### src/rtl/axil_arb_pkg.sv
`default_nettype none
// ============================================================================
// Module  : axil_arb_pkg
// Brief   : Shared state and grant encodings for the 2:1 AXI-Lite arbiter.
// Rev     : 1.0
// ============================================================================
package axil_arb_pkg;

    typedef enum logic [1:0] {
        W_IDLE = 2'd0,
        W_ADDR = 2'd1,
        W_RESP = 2'd2
    } wstate_t;

    typedef enum logic [1:0] {
        R_IDLE = 2'd0,
        R_ADDR = 2'd1,
        R_DATA = 2'd2
    } rstate_t;

    typedef enum logic {
        GNT_S0 = 1'b0,
        GNT_S1 = 1'b1
    } gnt_t;

endpackage
`default_nettype wire

### src/rtl/rr_arb2.sv
`default_nettype none
// ============================================================================
// Module  : rr_arb2
// Brief   : Two-requester round-robin picker with a registered tie-break pointer.
// Rev     : 1.0
// ============================================================================
module rr_arb2
    import axil_arb_pkg::*;
(
    input  logic       clk,
    input  logic       rst_n,
    input  logic [1:0] i_req,
    input  logic       i_advance,
    input  logic       i_served,
    output logic       o_winner
);

    // Pointer names the requester that wins the next tie; it flips away from
    // whoever was just served, so reset value GNT_S0 lets s0 win the first tie.
    gnt_t r_prio;
    logic w_winner;

    always_ff @(posedge clk or negedge rst_n) begin
        if (!rst_n) begin
            r_prio <= GNT_S0;
        end else if (i_advance) begin
            r_prio <= (i_served == GNT_S1) ? GNT_S0 : GNT_S1;
        end
    end

    always_comb begin
        w_winner = GNT_S0;
        case (i_req)
            2'b01:   w_winner = GNT_S0;
            2'b10:   w_winner = GNT_S1;
            2'b11:   w_winner = r_prio;
            default: w_winner = GNT_S0;
        endcase
    end

    assign o_winner = w_winner;

endmodule
`default_nettype wire

### src/rtl/axil_arbiter_2to1.sv
`default_nettype none
// ============================================================================
// Module  : axil_arbiter_2to1
// Brief   : 2:1 AXI-Lite arbiter, independent round-robin write and read paths.
// Rev     : 1.0
// ============================================================================
module axil_arbiter_2to1
    import axil_arb_pkg::*;
#(
    parameter int DATA_WIDTH = 32,
    parameter int ADDR_WIDTH = 8,
    parameter int RESP_WIDTH = 3,
    parameter int STRB_WIDTH = DATA_WIDTH/8+1
) (
    input  logic                  axi_aclk,
    input  logic                  axi_aresetn,
    input  logic [ADDR_WIDTH-1:0] s0_axi_awaddr,
    input  logic                  s0_axi_awvalid,
    output logic                  s0_axi_awready,
    input  logic [DATA_WIDTH-1:0] s0_axi_wdata,
    input  logic [STRB_WIDTH-1:0] s0_axi_wstrb,
    input  logic                  s0_axi_wvalid,
    output logic                  s0_axi_wready,
    output logic [RESP_WIDTH-1:0] s0_axi_bresp,
    output logic                  s0_axi_bvalid,
    input  logic                  s0_axi_bready,
    input  logic [ADDR_WIDTH-1:0] s0_axi_araddr,
    input  logic                  s0_axi_arvalid,
    output logic                  s0_axi_arready,
    output logic [DATA_WIDTH-1:0] s0_axi_rdata,
    output logic [RESP_WIDTH-1:0] s0_axi_rresp,
    output logic                  s0_axi_rvalid,
    input  logic                  s0_axi_rready,
    input  logic [ADDR_WIDTH-1:0] s1_axi_awaddr,
    input  logic                  s1_axi_awvalid,
    output logic                  s1_axi_awready,
    input  logic [DATA_WIDTH-1:0] s1_axi_wdata,
    input  logic [STRB_WIDTH-1:0] s1_axi_wstrb,
    input  logic                  s1_axi_wvalid,
    output logic                  s1_axi_wready,
    output logic [RESP_WIDTH-1:0] s1_axi_bresp,
    output logic                  s1_axi_bvalid,
    input  logic                  s1_axi_bready,
    input  logic [ADDR_WIDTH-1:0] s1_axi_araddr,
    input  logic                  s1_axi_arvalid,
    output logic                  s1_axi_arready,
    output logic [DATA_WIDTH-1:0] s1_axi_rdata,
    output logic [RESP_WIDTH-1:0] s1_axi_rresp,
    output logic                  s1_axi_rvalid,
    input  logic                  s1_axi_rready,
    output logic [ADDR_WIDTH-1:0] m0_axi_awaddr,
    output logic                  m0_axi_awvalid,
    input  logic                  m0_axi_awready,
    output logic [DATA_WIDTH-1:0] m0_axi_wdata,
    output logic [STRB_WIDTH-1:0] m0_axi_wstrb,
    output logic                  m0_axi_wvalid,
    input  logic                  m0_axi_wready,
    input  logic [RESP_WIDTH-1:0] m0_axi_bresp,
    input  logic                  m0_axi_bvalid,
    output logic                  m0_axi_bready,
    output logic [ADDR_WIDTH-1:0] m0_axi_araddr,
    output logic                  m0_axi_arvalid,
    input  logic                  m0_axi_arready,
    input  logic [DATA_WIDTH-1:0] m0_axi_rdata,
    input  logic [RESP_WIDTH-1:0] m0_axi_rresp,
    input  logic                  m0_axi_rvalid,
    output logic                  m0_axi_rready
);

    wstate_t r_wstate, w_wstate_nxt;
    rstate_t r_rstate, w_rstate_nxt;
    logic    r_wgnt, r_rgnt, r_aw_done, r_w_done;
    logic    w_wwin, w_rwin;
    logic    w_aw_hs, w_w_hs, w_b_hs, w_ar_hs, w_r_hs;
    logic    w_sel_bready, w_sel_rready;
    logic [1:0] w_wreq, w_rreq;

    assign w_wreq = {s1_axi_awvalid & s1_axi_wvalid, s0_axi_awvalid & s0_axi_wvalid};
    assign w_rreq = {s1_axi_arvalid, s0_axi_arvalid};

    assign w_sel_bready = (r_wgnt == GNT_S1) ? s1_axi_bready : s0_axi_bready;
    assign w_sel_rready = (r_rgnt == GNT_S1) ? s1_axi_rready : s0_axi_rready;

    assign w_aw_hs = m0_axi_awvalid & m0_axi_awready;
    assign w_w_hs  = m0_axi_wvalid & m0_axi_wready;
    assign w_b_hs  = m0_axi_bvalid & m0_axi_bready;
    assign w_ar_hs = m0_axi_arvalid & m0_axi_arready;
    assign w_r_hs  = m0_axi_rvalid & m0_axi_rready;

    rr_arb2 u_wr_arb (
        .clk       (axi_aclk),
        .rst_n     (axi_aresetn),
        .i_req     (w_wreq),
        .i_advance (w_b_hs),
        .i_served  (r_wgnt),
        .o_winner  (w_wwin)
    );

    rr_arb2 u_rd_arb (
        .clk       (axi_aclk),
        .rst_n     (axi_aresetn),
        .i_req     (w_rreq),
        .i_advance (w_r_hs),
        .i_served  (r_rgnt),
        .o_winner  (w_rwin)
    );

    always_ff @(posedge axi_aclk or negedge axi_aresetn) begin
        if (!axi_aresetn) begin
            r_wstate  <= W_IDLE;
            r_rstate  <= R_IDLE;
            r_wgnt    <= GNT_S0;
            r_rgnt    <= GNT_S0;
            r_aw_done <= 1'b0;
            r_w_done  <= 1'b0;
        end else begin
            r_wstate <= w_wstate_nxt;
            r_rstate <= w_rstate_nxt;
            if (r_wstate == W_IDLE && |w_wreq) r_wgnt <= w_wwin;
            if (r_rstate == R_IDLE && |w_rreq) r_rgnt <= w_rwin;
            if (w_b_hs) begin
                r_aw_done <= 1'b0;
                r_w_done  <= 1'b0;
            end else begin
                if (w_aw_hs) r_aw_done <= 1'b1;
                if (w_w_hs)  r_w_done  <= 1'b1;
            end
        end
    end

    always_comb begin
        w_wstate_nxt = r_wstate;
        case (r_wstate)
            W_IDLE:  if (|w_wreq) w_wstate_nxt = W_ADDR;
            W_ADDR:  if ((r_aw_done | w_aw_hs) & (r_w_done | w_w_hs)) w_wstate_nxt = W_RESP;
            W_RESP:  if (w_b_hs) w_wstate_nxt = W_IDLE;
            default: w_wstate_nxt = W_IDLE;
        endcase
    end

    always_comb begin
        w_rstate_nxt = r_rstate;
        case (r_rstate)
            R_IDLE:  if (|w_rreq) w_rstate_nxt = R_ADDR;
            R_ADDR:  if (w_ar_hs) w_rstate_nxt = R_DATA;
            R_DATA:  if (w_r_hs) w_rstate_nxt = R_IDLE;
            default: w_rstate_nxt = R_IDLE;
        endcase
    end

    // Payloads are forwarded only while granted so m0 stays quiet (zero) otherwise.
    always_comb begin
        m0_axi_awaddr  = '0;
        m0_axi_awvalid = 1'b0;
        m0_axi_wdata   = '0;
        m0_axi_wstrb   = '0;
        m0_axi_wvalid  = 1'b0;
        m0_axi_bready  = 1'b0;
        s0_axi_awready = 1'b0;
        s0_axi_wready  = 1'b0;
        s0_axi_bvalid  = 1'b0;
        s1_axi_awready = 1'b0;
        s1_axi_wready  = 1'b0;
        s1_axi_bvalid  = 1'b0;
        if (r_wstate == W_ADDR) begin
            if (r_wgnt == GNT_S1) begin
                m0_axi_awaddr  = s1_axi_awaddr;
                m0_axi_wdata   = s1_axi_wdata;
                m0_axi_wstrb   = s1_axi_wstrb;
                m0_axi_awvalid = s1_axi_awvalid & ~r_aw_done;
                m0_axi_wvalid  = s1_axi_wvalid & ~r_w_done;
                s1_axi_awready = m0_axi_awready & ~r_aw_done;
                s1_axi_wready  = m0_axi_wready & ~r_w_done;
            end else begin
                m0_axi_awaddr  = s0_axi_awaddr;
                m0_axi_wdata   = s0_axi_wdata;
                m0_axi_wstrb   = s0_axi_wstrb;
                m0_axi_awvalid = s0_axi_awvalid & ~r_aw_done;
                m0_axi_wvalid  = s0_axi_wvalid & ~r_w_done;
                s0_axi_awready = m0_axi_awready & ~r_aw_done;
                s0_axi_wready  = m0_axi_wready & ~r_w_done;
            end
        end
        if (r_wstate == W_RESP) begin
            m0_axi_bready = w_sel_bready;
            if (r_wgnt == GNT_S1) s1_axi_bvalid = m0_axi_bvalid;
            else                  s0_axi_bvalid = m0_axi_bvalid;
        end
    end

    always_comb begin
        m0_axi_araddr  = '0;
        m0_axi_arvalid = 1'b0;
        m0_axi_rready  = 1'b0;
        s0_axi_arready = 1'b0;
        s0_axi_rvalid  = 1'b0;
        s1_axi_arready = 1'b0;
        s1_axi_rvalid  = 1'b0;
        if (r_rstate == R_ADDR) begin
            if (r_rgnt == GNT_S1) begin
                m0_axi_araddr  = s1_axi_araddr;
                m0_axi_arvalid = s1_axi_arvalid;
                s1_axi_arready = m0_axi_arready;
            end else begin
                m0_axi_araddr  = s0_axi_araddr;
                m0_axi_arvalid = s0_axi_arvalid;
                s0_axi_arready = m0_axi_arready;
            end
        end
        if (r_rstate == R_DATA) begin
            m0_axi_rready = w_sel_rready;
            if (r_rgnt == GNT_S1) s1_axi_rvalid = m0_axi_rvalid;
            else                  s0_axi_rvalid = m0_axi_rvalid;
        end
    end

    assign s0_axi_bresp = m0_axi_bresp;
    assign s1_axi_bresp = m0_axi_bresp;
    assign s0_axi_rdata = m0_axi_rdata;
    assign s1_axi_rdata = m0_axi_rdata;
    assign s0_axi_rresp = m0_axi_rresp;
    assign s1_axi_rresp = m0_axi_rresp;

endmodule
`default_nettype wire

### config.mk
export PLATFORM = sky130hd
export DESIGN_NAME = axil_arbiter_2to1
export DESIGN_NICKNAME = d
export VERILOG_FILES = /design/src/rtl/axil_arb_pkg.sv /design/src/rtl/rr_arb2.sv /design/src/rtl/axil_arbiter_2to1.sv
export SDC_FILE = /design/constraint.sdc
export NUM_CORES = 1
export LEC_CHECK = 0
export ABC_AREA = 1
export CORE_AREA = 2 2 118 120
export CTS_BUF_LIST = sky130_fd_sc_hd__clkbuf_8
export CTS_CLUSTER_SIZE = 10
export DETAILED_ROUTE_END_ITERATION = 10
export DIE_AREA = 0 0 120 122
export PLACE_DENSITY_LB_ADDON = 0.3
export SLEW_MARGIN = 10
export SYNTH_ARGS = -nofsm -noshare
export SYNTH_HDL_FRONTEND = slang
export SYNTH_SLANG_ARGS = --single-unit
### constraint.sdc
create_clock -name axi_aclk -period 1.17 [get_ports axi_aclk]
set_clock_uncertainty 0.05 [all_clocks]
set_input_delay 0.234 -clock axi_aclk [delete_from_list [all_inputs] [get_ports axi_aclk]]
set_output_delay 0.234 -clock axi_aclk [all_outputs]
set_load 0.01 [all_outputs]
Word-level counts from Yosys, hierarchy flattened. Cells that the tools add are included.

Equality and inequality tests: 14. Multiplexer cells: 54. Reduce and logical (&&, ||, !) cells: 10. Bitwise operators: 18.

Operators with widths (count): 32-bit two-way mux (2); 1-bit two-way mux (36); 8-bit two-way mux (4); 1-bit bitwise AND (14); 2-bit equality test (second input constant) (6); 2-bit two-way mux (6); 2-bit one-hot mux with 3 select lines (2); 5-bit two-way mux (2); 2-bit by 1-bit inequality test with 1-bit output (second input constant) (4); 3-bit AND reduction (2); 2-bit by 1-bit equality test with 1-bit output (second input constant) (2); 2-bit zero test (2); 2-bit inequality test (second input constant) (2); 1-bit one-hot mux with 2 select lines (2); 2-bit nonzero test (2); 2-bit OR reduction (2); 1-bit logical AND (2); 1-bit inverter (2); 1-bit OR (2).

Output and inout bits: 144. Input port bits: 161. Word-level logic and storage cells: 104. Flip-flop bits (word level): 10.

Logic depth before layout (Yosys ltp).
Word-level depth: 9. Depth in mapped cells: 8.

Modules after synthesis. Synthesis repeated with hierarchy kept, for this count alone.

Cell total of the unflattened synthesis: 367. Area, all modules: 2029.4 um^2.

By module, submodules not included: axil_arbiter_2to1 (area an instance 1909.3 um^2, seq. area each 200.2 um^2, times used 1, cells an instance 347); rr_arb2 (area an instance 60.1 um^2, seq. area each 25.0 um^2, times used 2, cells an instance 10).

Worst setup path after synthesis. Ideal clock, no wire load.

Path type: register to output. Start point: reg r_wgnt. End point: out s0_axi_bvalid. Stages on the path, launching flop included: 5. Data arrival time: 1077 ps. Setup slack: -191 ps. Data required time: 886 ps. Cell sequence: dfrtp_1 -> buf_6 -> buf_6 -> buf_4 -> nor3_1.

Cells in the longest elaborated chain, start to end: 2.

RTL lines: start, declared (line axil_arbiter_2to1.sv:72) `logic r_wgnt, r_rgnt, r_aw_done, r_w_done;`; start signal, assigned (line axil_arbiter_2to1.sv:119) `if (r_wstate == W_IDLE && |w_wreq) r_wgnt <= w_wwin;`; 1-bit two-way mux (line axil_arbiter_2to1.sv:186) `if (r_wgnt == GNT_S1) s1_axi_bvalid = m0_axi_bvalid;`; 1-bit two-way mux (line axil_arbiter_2to1.sv:184) `if (r_wstate == W_RESP) begin`; end, declared (line axil_arbiter_2to1.sv:25) `output logic s0_axi_bvalid,`.

No other way between the ends.

Final worst setup path.
Start point: reg r_wgnt. End point: out m0_axi_awaddr[2].

Cells in the longest elaborated chain, start to end: 2.

RTL lines: 8-bit two-way mux (line axil_arbiter_2to1.sv:166) `if (r_wgnt == GNT_S1) begin`; 8-bit two-way mux (line axil_arbiter_2to1.sv:165) `if (r_wstate == W_ADDR) begin`; end, declared (line axil_arbiter_2to1.sv:51) `output logic [ADDR_WIDTH-1:0] m0_axi_awaddr,`.

No other way between the ends.

==> results.py <==
metrics = {
    "die": {
        "die_h_um": 122,
        "dieArea_um2": 14600,
        "die_x_um": 120,
        "initial_core_util_pct": 15.0,
        "placeableCoreArea_um2": 13500,
        "rows": 43,
        "ioPinCount": 305,
    },
    "global_routing": {
        "grt_first_pass_wirelength_mm": 14.3,
        "grt-ovfl-total": 0,
        "track_usage_pct": 12.2,
        "grt_pass1_vias": 2856,
        "grt_max_degree": 40,
        "antenna_found_initial": 0,
    },
    "sta": {
        "hold_viol": 0,
        "hold_ws_ps": 246,
        "max_slew_margin_pct": 80.6,
        "tns_ps": -30270,
        "layout_setup_ws_ps": -516,
        "rsz0062_at_grt": "yes",
        "tightest_slew_ps": 290,
        "min_period_ps": 1690,
        "drv_slew": 0,
        "fmax_ghz": 0.593,
        "setup_viol": 76,
        "min_period_over_period_pct": 144,
    },
    "finish": {
        "n_antenna_cell": 0,
        "regArea_um2": 251,
        "fill_cells": 1464,
        "layoutNonFillerInstCount": 688,
        "multi_input_area_um2": 1550,
        "nNetsFinal": 670,
        "area_delta_synth_final_pct": 120,
        "drive_gt1_share_pct": 51.0,
        "post-route-util_pct": 33.0,
    },
    "placed_design": {
        "port_buffers": 190,
        "dpl.cell_count": 656,
        "place_congestion": 0.742,
        "dp_hpwl_mm": 7.57,
    },
    "synth": {
        "synth_top_area_share_pct": 28.9,
        "syn_area_um2": 2030,
        "netlist_top_cells_area": "buf_4, nand2_1, a21oi_1, dfrtp_1, buf_6",
        "yosys_warnings": 0,
        "synthTopCellsByCount": "nand2_1, buf_4, a21oi_1, inv_1, nor2_1",
        "syn_inst": 354,
        "synth_edf_count": 0,
        "syn-mean-instance-area_um2": 5.73,
        "async_reset_ff_share_pct": 100,
        "synth_flop_cell": "dfrtp_1",
        "ys_types": 24,
        "ys_ff_latch": 10,
        "synth_largest_area_cell": "buf_4",
        "syn-num-nets": 515,
        "yosysMostFrequentCell": "nand2_1",
        "synth_seq_area_share_pct": 12.3,
    },
    "detailed_routing": {
        "drc_errors": 0,
        "ant_nets": 0,
        "num_vias": 2772,
        "drtIter0Drc": 32,
        "firstDrtPassIters": 4,
        "wirelength_mm": 9.79,
        "wl_per_cell_um": 14.2,
        "viasPerCell": 4.03,
    },
    "clocking": {
        "insertion_delay_ps": 230,
        "cts_buffer_depth": 2,
        "cts_sinks": 10,
        "htreeDepth": 1,
        "cts_tree": "done",
        "numCtsBuffers": 3,
        "clockRootBuffer": "clkbuf_8",
        "clk_pin_slew_ps": 50,
    },
    "min_path": {
        "min_path_type": "primary input to async pin",
    },
    "power_and_ir_drop": {
        "ir_worst_vdd_mv": 0.779,
        "p_leak_nw": 2.00,
        "p_per_area_nw_per_um2": 2030,
        "finalPower_mw": 9.04,
    },
    "setup_path": {
        "reg2reg_depth": 8,
        "critPathLaunchType": "flop",
        "endpoint_kind": "primary output",
        "critPathRequiredTime_ps": 890,
        "slowest_stage": "dfrtp_2",
        "cp_cell_sequence": "clkinv_4, buf_8, buf_6, buf_12, nand2_1, a21oi_2, buf_2",
        "critPathMaxStageDelay_ps": 450,
        "crit_fanout": 6,
        "crit_arrival_ps": 1400,
        "critPathKind": "flop to primary output",
    },
    "flow_run": {
        "maxCapViolations": 0,
    },
    "outcome": {
        "outcome": "complete, but fails checks",
        "failed_checks": "setup timing",
    },
}
==> layer usage <==
metal / vias up / track usage [%] / share of wire (%)
met2: 163 / 23.8 / 53
met1: 1253 / 12.7 / 36
met4: 0 / 2.94 / 2.1
met3: 12 / 3.93 / 8.6
met5: - / 0 / 0
li1: 1344 / - / -
==> layout by cell type, fill, tap and decap left out, types with 4 or more instances in the layout <==
master,netlist,routed
nor3_2,0,4
inv_1,13,7
a21oi_2,3,57
nand2_2,5,23
buf_4,78,22
buf_12,0,12
nand2_1,136,98
inv_2,2,6
nand2_4,0,19
buf_2,10,64
nor2_4,0,6
nor2_1,12,6
buf_6,5,17
clkbuf_8,0,4
clkdlybuf4s50_1,0,121
dfrtp_1,10,9
==> registers in the layout, indices dropped and copies added (netlist names) <==
signal / cells
r_rstate: 2
r_wstate: 2
r_aw_done: 1
r_rgnt: 1
r_w_done: 1
r_wgnt: 1
u_rd_arb.r_prio: 1
u_wr_arb.r_prio: 1
==> worst paths after layout <==
| kind | endpoint | slack, ps | from |
|---|---|---|---|
| setup / recovery | m0_axi_awaddr[2] | -520 | r_wgnt |
| hold / removal | r_rgnt | 250 | axi_aresetn |
| setup reg to reg | r_wstate[0] | -160 | r_wgnt |
| hold reg to reg | u_wr_arb.r_prio | 440 | u_wr_arb.r_prio |
| max in group asynchronous | r_wgnt | 660 | axi_aresetn |
| min in group axi_aclk | s0_axi_rdata[12] | 420 | m0_axi_rdata[12] |
==> final cells by class <==
cell class	count	share of cell area (%)
Tap cell	180	5.06
Multi-Input combinational cell	233	34.9
Inverter	17	1.77
Timing Repair Buffer	244	51.4
Sequential cell	10	5.65
Clock buffer	4	1.24
==> what timing repair did <==
action	CTS	global route
hold buffers	0	0
cloned	3	2
endpoints found under the setup margin	77	78
resized for setup	325	64
pin swaps	7	20
buffers inserted	19	7
==> kinds of logic (layout without fill, tap and decap cells) <==
logic type	Yosys count	count (layout)	share of synthesized area, %
buf+inv	111	265	37.7
compound gates	68	68	17.8
simple gates	165	165	32.2
flops	10	10	12.3
==> worst max-delay path: cells and delay by family, from the launching register on <==
kind	cells	cell delay [ps]
flip-flops	1	450
buffers and inverters	5	560
AO/OA/AOI/OAI	1	110
AND/OR/NAND/NOR	1	60
==> per-stage QoR <==
step,cell area (um^2),worst slack [ps]
3_3_place_gp,3990,-713
3_5_place_dp,3990,-725
5_1_grt,4450,-598
4_1_cts,4180,-572
6_report,4450,-516
2_1_floorplan,2330,-117
==> power by group <==
part	internal, mW	total [mW]	switching (mW)
registers	0.521	0.693	0.172
logic	3.89	7.92	4.04
clock network	0.295	0.426	0.130
Power figures use the tool's default switching activity.
